`src/rtl/subtractor_serial_dff_if.sv`:
```
// +----------------------------------------------------------------------+
// | subtractor_serial_dff_if: start/busy/done bundle for serial subtract |
// | Revision: 1.0                                                        |
// +----------------------------------------------------------------------+
`default_nettype none

interface subtractor_serial_dff_if #(
   parameter int WIDTH = 8
);
   logic             start;
   logic [WIDTH-1:0] din1;
   logic [WIDTH-1:0] din2;
   logic             bin;
   logic [WIDTH-1:0] dout;
   logic             bout;
   logic             busy;
   logic             done;

   modport master (
      output start, din1, din2, bin,
      input  dout, bout, busy, done
   );

   modport slave (
      input  start, din1, din2, bin,
      output dout, bout, busy, done
   );
endinterface

`default_nettype wire

```
`src/rtl/subtractor_serial_dff.sv`:
```
// +----------------------------------------------------------------------+
// | subtractor_serial_dff: bit-serial din1-din2-bin, LSB first, reg outs |
// | Revision: 1.0                                                        |
// +----------------------------------------------------------------------+
`default_nettype none

module subtractor_serial_dff #(
   parameter int WIDTH = 8
) (
   input  logic                    clk,
   input  logic                    rst,
   subtractor_serial_dff_if.slave  bus
);

   localparam int CNT_W = $clog2(WIDTH + 1);

   typedef enum logic [0:0] {
      IDLE  = 1'b0,
      SHIFT = 1'b1
   } state_t;

   state_t             state_q, state_d;
   logic [WIDTH-1:0]   a_q, a_d;
   logic [WIDTH-1:0]   b_q, b_d;
   logic [WIDTH-1:0]   r_q, r_d;
   logic               br_q, br_d;
   logic [CNT_W-1:0]   cnt_q, cnt_d;
   logic [WIDTH-1:0]   dout_q, dout_d;
   logic               bout_q, bout_d;
   logic               busy_q, busy_d;
   logic               done_q, done_d;

   logic               diff_bit;
   logic               br_next;
   logic [WIDTH-1:0]   r_next;

   // One full-subtractor cell evaluated on the current LSBs.
   always_comb begin
      diff_bit = a_q[0] ^ b_q[0] ^ br_q;
      br_next  = (~a_q[0] & b_q[0]) | (~(a_q[0] ^ b_q[0]) & br_q);
      r_next   = {diff_bit, r_q[WIDTH-1:1]};
   end

   always_comb begin
      state_d = state_q;
      a_d     = a_q;
      b_d     = b_q;
      r_d     = r_q;
      br_d    = br_q;
      cnt_d   = cnt_q;
      dout_d  = dout_q;
      bout_d  = bout_q;
      busy_d  = busy_q;
      done_d  = 1'b0;

      case (state_q)
         IDLE: begin
            if (bus.start) begin
               a_d     = bus.din1;
               b_d     = bus.din2;
               br_d    = bus.bin;
               cnt_d   = '0;
               r_d     = '0;
               busy_d  = 1'b1;
               state_d = SHIFT;
            end
         end
         SHIFT: begin
            a_d   = a_q >> 1;
            b_d   = b_q >> 1;
            r_d   = r_next;
            br_d  = br_next;
            cnt_d = cnt_q + CNT_W'(1);
            // Last bit: publish the assembled word together with its borrow.
            if (cnt_q == CNT_W'(WIDTH - 1)) begin
               dout_d  = r_next;
               bout_d  = br_next;
               done_d  = 1'b1;
               busy_d  = 1'b0;
               state_d = IDLE;
            end
         end
         default: begin
            state_d = IDLE;
         end
      endcase
   end

   always_ff @(posedge clk or posedge rst) begin
      if (rst) begin
         state_q <= IDLE;
         a_q     <= '0;
         b_q     <= '0;
         r_q     <= '0;
         br_q    <= 1'b0;
         cnt_q   <= '0;
         dout_q  <= '0;
         bout_q  <= 1'b0;
         busy_q  <= 1'b0;
         done_q  <= 1'b0;
      end else begin
         state_q <= state_d;
         a_q     <= a_d;
         b_q     <= b_d;
         r_q     <= r_d;
         br_q    <= br_d;
         cnt_q   <= cnt_d;
         dout_q  <= dout_d;
         bout_q  <= bout_d;
         busy_q  <= busy_d;
         done_q  <= done_d;
      end
   end

   assign bus.dout = dout_q;
   assign bus.bout = bout_q;
   assign bus.busy = busy_q;
   assign bus.done = done_q;

endmodule

`default_nettype wire

```
`src/flat_wrapper.sv`:
```
// flat-port wrapper written by rule: the top's interface ports become plain ports
module subtractor_serial_dff_flat 
#(
   parameter int WIDTH = 8
)
  (clk, rst, bus_start, bus_din1, bus_din2, bus_bin, bus_dout, bus_bout, bus_busy, bus_done);
  subtractor_serial_dff_if #(.WIDTH(WIDTH)) bus_i ();
  input  logic clk;
  input  logic rst;
  input wire logic [$bits(bus_i.start)-1:0] bus_start;
  input wire logic [$bits(bus_i.din1)-1:0] bus_din1;
  input wire logic [$bits(bus_i.din2)-1:0] bus_din2;
  input wire logic [$bits(bus_i.bin)-1:0] bus_bin;
  output wire logic [$bits(bus_i.dout)-1:0] bus_dout;
  output wire logic [$bits(bus_i.bout)-1:0] bus_bout;
  output wire logic [$bits(bus_i.busy)-1:0] bus_busy;
  output wire logic [$bits(bus_i.done)-1:0] bus_done;
  assign bus_i.start = bus_start;
  assign bus_i.din1 = bus_din1;
  assign bus_i.din2 = bus_din2;
  assign bus_i.bin = bus_bin;
  assign bus_dout = bus_i.dout;
  assign bus_bout = bus_i.bout;
  assign bus_busy = bus_i.busy;
  assign bus_done = bus_i.done;
  subtractor_serial_dff #(.WIDTH(WIDTH)) u_core (.clk(clk), .rst(rst), .bus(bus_i));
endmodule
```
`config.mk`:
```
export PLATFORM = sky130hd
export DESIGN_NAME = subtractor_serial_dff_flat
export DESIGN_NICKNAME = d
export VERILOG_FILES = /design/src/rtl/subtractor_serial_dff_if.sv /design/src/rtl/subtractor_serial_dff.sv /design/src/flat_wrapper.sv
export SDC_FILE = /design/constraint.sdc
export NUM_CORES = 1
export LEC_CHECK = 0
export ABC_AREA = 1
export CAP_MARGIN = 5
export CORE_ASPECT_RATIO = 0.7
export CORE_MARGIN = 2
export CORE_UTILIZATION = 25
export CTS_CLUSTER_SIZE = 10
export DETAILED_ROUTE_END_ITERATION = 6
export GPL_TIMING_DRIVEN = 1
export PLACE_DENSITY_LB_ADDON = 0.1
export SETUP_SLACK_MARGIN = 0.3
export SYNTH_ARGS = -nofsm -noshare
export SYNTH_HDL_FRONTEND = slang
export SYNTH_SLANG_ARGS = --single-unit
```
`constraint.sdc`:
```
create_clock -name clk -period 1.46 [get_ports clk]
set_clock_uncertainty 0.15 [all_clocks]
set_input_delay 0.219 -clock clk [delete_from_list [all_inputs] [get_ports clk]]
set_output_delay 0.219 -clock clk [all_outputs]
set_load 0.01 [all_outputs]
```
==> results.env, run 1 <==
DIEWIDTH_UM=102
GRT_FIRST_PASS_WIRELENGTH_UM=6510
CELLLEAKAGEPOWER_nW=1.39
CTS.SINK_COUNT=40
DRIVE_GT1_FRAC=0.440
DIE_H_UM=72.9
BOUNDARYPINS=31
GRT_ANTENNA_BEFORE_REPAIR=0
PLACED_WIRE_LENGTH_ESTIMATE_UM=2490
CRIT_PATH_END_KIND='flop'
CLK_PIN_SLEW_NS=0.09
NETLIST_AREA_UM2=1690
HTREE_LEVELS=2
POSTSYNTHCELLCOUNT=190
TIGHTEST_SLEW_NS=0.276
SETUP.WORST_PATH.CLASS='flop to flop'
RELSLEWSLACK=0.816
FP.DIEAREA_UM2=7460
NUMBER_OF_HOLD_BUFFERS_ADDED_AFTER_CTS=0
POST-ROUTE-DRC-COUNT=0
CORE.ROWCOUNT=25
SETUP_VIOL=0
PLACED_CELLS_INCL_TAPS=318
CTS_MAX_PATH_BUFFERS=2
YOSYS_WARNINGS=0
FINALSETUPTNS_NS=0
CORE_AREA_UM2=6660
BUFFER_TYPE_AT_THE_CLOCK_TREE_ROOT='sky130_fd_sc_hd__clkbuf_8'
LARGEST_NET_DEGREE_AT_THE_START_OF_GLOBAL_ROUTING=41
HOLD_PATH_CLASS='primary input to asynchronous set/reset pin'
ARRIVAL_NS=1.40
VIAS_PER_CELL=4.12
POST_DRT_WL_PER_CELL_UM=12.1
POWER_DENSITY_CELLS_nW_PER_UM2=1940
PEAK_SUPPLY_DROP_mV=0.595
CAP_VIOL_MAX_COUNT=0
POSTSYNTH.ASYNCRESETSHARE=1.00
ANTENNA_VIOLATING_NETS_POST_ROUTE=0
FINALHOLDVIOLATIONS=0
ACHIEVABLE-FREQUENCY_MHz=762
YS_DOMINANT_REG_CELL='sky130_fd_sc_hd__dfrtp_1'
POSTSYNTHREGISTERBITS=40
MULTI_INPUT_COMB_AREA_UM2=810
PLACEMENT.IO_BUFFERS=30
NUMCTSBUFFERS=5
TIMING_MAX_TRANSITION_VIOLATIONS_FINAL=0
SYNTH-SEQ-AREA-SHARE=0.591
WORST_SKEW_LATE_LATENCY_NS=0.30
FINALCRITPERIODSHARE=0.899
PLACE.GP.CONGESTION=0.695
RSZ0062_AT_GRT='true'
RUN_STATUS='finished clean'
GRT.OVERFLOW.TOTAL=0
FLOORPLAN.INITIALDENSITY=0.254
VIA_COUNT=1424
FIN_NETS=273
ANTENNA_CELLS_INSERTED=0
GLOBALROUTETOTALUTIL=0.116
FF_LATCH_AREA_UM2=1000
SYNTH_CELL_TYPE_COUNT=18
MAPPEDNETLISTNETS=212
DRT_ITER0_DRC=44
FILLER_CELL_COUNT=686
CLOCK_TREE_FROM_TRITONCTS='done'
DRT_PRE_ANTENNA_ITERS=4
TIMING.CRITICAL_PATH.FROM_TYPE='flop'
SYNTHTOLAYOUTAREAGROWTH_PCT=59.2
TIMING.CRITICAL_PATH.REQUIRED_NS=1.55
SYN_AREA_PER_CELL_UM2=8.92
FIRST_GLOBAL_VIAS=1261
LAYOUT_MIN_CYCLE_TIME_NS=1.31
FINAL_CORE_UTILIZATION=0.405
CRITPATHMAXFANOUT=6
INSTANCES_NO_FILL=346
ROUTED_WIRELENGTH_UM=4200
SYNTH_ENABLE_FLOP_CELLS=0
[worst paths after layout]
kind / startpoint / endpoint / slack, ns / cells past startpoint
min in group clk: bus_din2[7] / u_core.b_q[7] / 0.31 / 3
worst min register to register: u_core.bus.dout[4] / u_core.bus.dout[4] / 0.33 / 2
worst max-delay path: u_core.cnt_q[1] / u_core.bus.dout[4] / 0.15 / 6
max in group asynchronous: rst / u_core.state_q / 0.80 / 3
worst min-delay path: rst / u_core.bus.dout[3] / 0.15 / 3
worst max register to register: u_core.cnt_q[1] / u_core.bus.dout[4] / 0.15 / 6
[metal layers]
metal	part of all wire	vias to the layer above	global-route usage
met1	0.53	675	0.182
li1	-	723	-
met2	0.42	21	0.151
met5	0	-	0
met4	0.013	0	0.0400
met3	0.036	5	0.0297
[power breakdown]
group	leakage (nW)	switching (W)	total, W	internal (W)
Clock	0.0548	0.000445	0.000961	0.000516
Sequential	0.514	0.000307	0.00186	0.00155
Combinational	0.821	0.00128	0.00240	0.00112
Total	1.39	0.00203	0.00522	0.00319
[synth_stat cells, types with 3 or more instances]
cell,n,share of area
sky130_fd_sc_hd__nand2_1,81,0.18
sky130_fd_sc_hd__dfrtp_1,40,0.59
sky130_fd_sc_hd__nand3_1,26,0.077
sky130_fd_sc_hd__inv_1,14,0.031
sky130_fd_sc_hd__o22ai_1,5,0.018
sky130_fd_sc_hd__nor2_1,4,0.0089
sky130_fd_sc_hd__buf_2,3,0.0089
sky130_fd_sc_hd__buf_6,3,0.020
sky130_fd_sc_hd__inv_2,3,0.0066
sky130_fd_sc_hd__o21ai_0,3,0.0089
[final cells by class]
cell class                      count  share of cell area
Multi-Input combinational cell    127               0.300
Tap cell                           94              0.0436
Clock buffer                        5              0.0255
Sequential cell                    40               0.372
Timing Repair inverter              1             0.00325
Clock inverter                      3              0.0172
Timing Repair Buffer               58               0.202
Inverter                           18              0.0366
[state kept, by name, summed over array words and instances, names as in the netlist]
signal           cells
u_core.br_q          1
u_core.bus.done      1
u_core.a_q           8
u_core.bus.busy      1
u_core.cnt_q         4
u_core.bus.bout      1
u_core.r_q           7
u_core.bus.dout      8
u_core.b_q           8
u_core.state_q       1
[cells in the final DEF (no fill, tap or decap), drive strengths merged]
cell,instances
a21oi,1
buf,38
bufinv,1
clkbuf,6
clkdlybuf4s50,19
clkinv,1
clkinvlp,2
dfrtp,40
fa,1
ha,1
inv,18
nand2,84
nand3,26
nor2,5
o21ai,4
o22ai,5
[critical path, stage by stage (launching register included)]
cell,delay [ns]
sky130_fd_sc_hd__dfrtp_1,0.36
sky130_fd_sc_hd__ha_2,0.22
sky130_fd_sc_hd__inv_4,0.05
sky130_fd_sc_hd__nor2_8,0.18
sky130_fd_sc_hd__buf_6,0.17
sky130_fd_sc_hd__nand3_2,0.06
sky130_fd_sc_hd__nand2_1,0.06
[cells by family after synthesis]
kind of cell | count (synthesis) | share of synthesized area
AND/OR/NAND/NOR | 114 | 0.287
AO/OA/AOI/OAI | 10 | 0.0332
flip-flops | 40 | 0.591
buffers and inverters | 24 | 0.0694
adder cells (fa/ha/maj) | 2 | 0.0192
[per-stage QoR]
stage / instance area [um^2] / hold slack [ns] / worst slack, ns / total power (W)
final: 2700 / 0.147 / 0.148 / 0.00522
after global routing: 2700 / 0.183 / 0.0949 / 0.00562
after CTS: 2510 / 0.158 / 0.149 / 0.00487
after detailed placement: 2180 / 0.313 / -0.0744 / 0.00352
after global placement: 2180 / 0.307 / -0.0195 / 0.00352
after floorplan: 1710 / 0.0478 / 0.211 / 0.00287
[what timing repair did]
item / 4_1_cts / 5_1_grt
gates resized for setup: 87 / 40
buffers inserted: 10 / 6
setup endpoints to repair: 50 / 51
pin swaps: 12 / 14
cloned: 2 / 2
Note: power is estimated with default switching activity, not from simulation.
==> run 2, diff against run 1 <==
CTS_CLUSTER_SIZE = 40   (was 10)
GPL_TIMING_DRIVEN = 0   (was 1)
==> results.env, run 2 (synthesis results as in run 1) <==
RUN_STATUS='finished clean'
RELSLEWSLACK=0.671  # -0.145
PLACEMENT.IO_BUFFERS=30  # unchanged
TIMING_MAX_TRANSITION_VIOLATIONS_FINAL=0  # unchanged
CORE_AREA_UM2=6660  # unchanged
P_COMB_FRAC=0.523  # +0.064
RSZ0062_AT_GRT='true'
WORST_SKEW_LATE_LATENCY_NS=0.29  # about the same
FINALSETUPTNS_NS=0  # unchanged
INTERNAL_POWER_W=0.00339  # +6.0%
FINALCRITPERIODSHARE=0.928  # +0.0291
FILLER_CELL_COUNT=656  # -4.4%
NETSWITCHINGFRACTION=0.380  # -0.00848
FIRST_GLOBAL_VIAS=1464  # +16%
HTREE_LEVELS=2  # unchanged
TIGHTEST_SLEW_NS=0.492  # +0.217 ns
FIN_WS_NS=0.105  # -0.0425 ns
POWER_FRAC_CLOCK=0.133  # -0.051
TIMING.HOLD.WORST.START='bus_din2[7]'
REG2REG_FROM='u_core.state_q'
CTS.SINK_COUNT=40  # unchanged
ANTENNA_CELLS_INSERTED=0  # unchanged
NUMCTSBUFFERS=5  # unchanged
SETUP.WORST_PATH.CLASS='flop to flop'
CTS_MAX_PATH_BUFFERS=2  # unchanged
LAYOUT.CELLS.MOST_COMMON='sky130_fd_sc_hd__nand2_1'
LARGEST_NET_DEGREE_AT_THE_START_OF_GLOBAL_ROUTING=21  # -49%
CRIT_PATH_MAX_INCR_DELAY_NS=0.44  # +0.08 ns
DIEWIDTH_UM=102  # unchanged
ROUTED_WIRELENGTH_UM=4620  # +9.8%
PEAK_SUPPLY_DROP_mV=0.664  # +12%
CRITPATHSLOWESTCELL='sky130_fd_sc_hd__dfrtp_2'
CELLLEAKAGEPOWER_nW=1.54  # +11%
CLK_PIN_SLEW_NS=0.08  # about the same
BUFFER_TYPE_AT_THE_CLOCK_TREE_ROOT='sky130_fd_sc_hd__clkbuf_8'
TIMING.CRITICAL_PATH.REQUIRED_NS=1.54  # about the same
SETUP_VIOL=0  # unchanged
VIA_COUNT=1445  # +1.5%
POSTPLACECELLAREA_UM2=2120  # -2.4%
POST-PLACE-WS_NS=-0.113  # -0.0382 ns
VIAS_PER_CELL=4.09  # -0.54%
BOUNDARYPINS=31  # unchanged
DRT_PRE_ANTENNA_ITERS=4  # unchanged
DESIGN_AREA_UM2=2850  # +5.8%
CRIT_PATH_END_KIND='flop'
CLOCK_TREE_FROM_TRITONCTS='done'
CP_CELL_SEQUENCE='buf_12 -> nor2_4 -> buf_12 -> buf_12 -> nand2_1 -> nand3_1'
PLACED_WIRE_LENGTH_ESTIMATE_UM=2460  # -1.3%
CRITPATHBUFINV=3  # +1
POST-ROUTE-DRC-COUNT=0  # unchanged
NET-SWITCHING-POWER_W=0.00207  # +2.3%
DIE_H_UM=72.9  # unchanged
GRT.OVERFLOW.TOTAL=0  # unchanged
WHS_PATH_DEPTH=3
CRITICAL-PATH-TOP-CELL-BY-COUNT='sky130_fd_sc_hd__buf_12'
GRT_FIRST_PASS_WIRELENGTH_UM=7350  # +13%
FLOORPLAN.INITIALDENSITY=0.254  # unchanged
DRIVE_GT1_FRAC=0.463  # +0.0228
POST_DRT_WL_PER_CELL_UM=13.1  # +7.6%
LAYOUT_MIN_CYCLE_TIME_NS=1.35  # +0.0425 ns
HOLD_PATH_CLASS='primary input to flop'
GRT_ANTENNA_BEFORE_REPAIR=0  # unchanged
R2R_END='u_core.b_q[1]'
SYNTHTOLAYOUTAREAGROWTH_PCT=68.4
CAP_VIOL_MAX_COUNT=0  # unchanged
ARRIVAL_NS=1.43  # +0.03 ns
ACHIEVABLE-FREQUENCY_MHz=738  # -3.1%
WORST_HOLD_ENDPOINT='u_core.b_q[7]'
LAYOUT_COMMON_CELLS='sky130_fd_sc_hd__nand2_1 (50), sky130_fd_sc_hd__dfrtp_1 (39), sky130_fd_sc_hd__nand2_2 (21)'
ANTENNA_VIOLATING_NETS_POST_ROUTE=0  # unchanged
CRITICAL-PATH-TOP-DELAY-FAMILY='flip-flops'
CORE.ROWCOUNT=25  # unchanged
FINALHOLDVIOLATIONS=0  # unchanged
WORST-R2R-SETUP-SLACK_NS=0.11  # -0.04 ns
TIMING.CRITICAL_PATH.DEPTH=6  # unchanged
DESIGN_POWER_TOTAL_W=0.00546  # +4.6%
DRT_ITER0_DRC=48  # +9.1%
REG2REG_DEPTH=6  # unchanged
FIN_NETS=281  # +2.9%
POWER_DENSITY_CELLS_nW_PER_UM2=1910  # -1.1%
FP.DIEAREA_UM2=7460  # unchanged
CRITPATHMAXFANOUT=5  # -1
PLACE.GP.CONGESTION=0.692  # -0.37%
GLOBALROUTETOTALUTIL=0.131  # +0.0150
POWER.SHARE.SEQUENTIAL=0.344  # -0.013
TIMING.CRITICAL_PATH.FROM_TYPE='flop'
-- run 2: worst reg2reg max path, cell delays in order (launching register included) --
cell	delay, ns
sky130_fd_sc_hd__dfrtp_2	0.44
sky130_fd_sc_hd__buf_12	0.14
sky130_fd_sc_hd__nor2_4	0.13
sky130_fd_sc_hd__buf_12	0.15
sky130_fd_sc_hd__buf_12	0.13
sky130_fd_sc_hd__nand2_1	0.06
sky130_fd_sc_hd__nand3_1	0.09
-- run 2: how the worst max path moves through the flow --
stage / startpoint / to / slack (ns)
5_1_grt: u_core.state_q / u_core.b_q[1] / 0.04
4_1_cts: u_core.b_q[0] / u_core.bus.dout[7] / 0.13
6_report: u_core.state_q / u_core.b_q[1] / 0.11
3_3_place_gp: bus_start / u_core.b_q[1] / -0.14
2_1_floorplan: u_core.br_q / u_core.bus.dout[7] / 0.21
3_5_place_dp: bus_start / u_core.a_q[6] / -0.11
-- run 2: final cells by class --
cell class / instances / area (um^2) / share of cell area
plain buffers: 6 / 92.6 / 0.0325
clock inverters: 2 / 12.5 / 0.00439
flip-flops and latches: 40 / 1000 / 0.351
inverters: 18 / 101 / 0.0355
clock buffers: 5 / 68.8 / 0.0241
repair inverters: 1 / 7.51 / 0.00263
well taps: 94 / 118 / 0.0412
repair buffers: 61 / 622 / 0.218
multi-input cells: 126 / 828 / 0.290
-- run 2: power by group through the flow --
stage	combinational [W]	clock (W)	sequential [W]
finish	0.00285	0.000724	0.00188
global route	0.00312	0.000804	0.00194
CTS	0.00245	0.000746	0.00183
detailed placement	0.00165	0	0.00183
global placement	0.00165	0	0.00184
floorplan	0.00102	0	0.00185
-- run 2: what timing repair did --
item,4_1_cts,5_1_grt
resized for setup,110,42
pin swaps,23,7
hold buffers,0,0
cloned,5,1
setup endpoints to repair,56,71
buffers inserted,20,6
-- run 2: per-stage QoR --
stage               utilization  hold slack [ns]  cells
detailed placement        0.319            0.314    314
CTS                       0.394            0.300    346
global route              0.428            0.311    353
finish                    0.428            0.307    353
global placement          0.319            0.311    314
floorplan                     -           0.0478    190
-- run 2: routing by layer --
layer	routed length [um]	GRT usage	up-vias
met2	2070	0.190	18
met4	44	0.0356	0
met1	2330	0.194	690
li1	-	-	735
met5	0	0	-
met3	165	0.0326	2
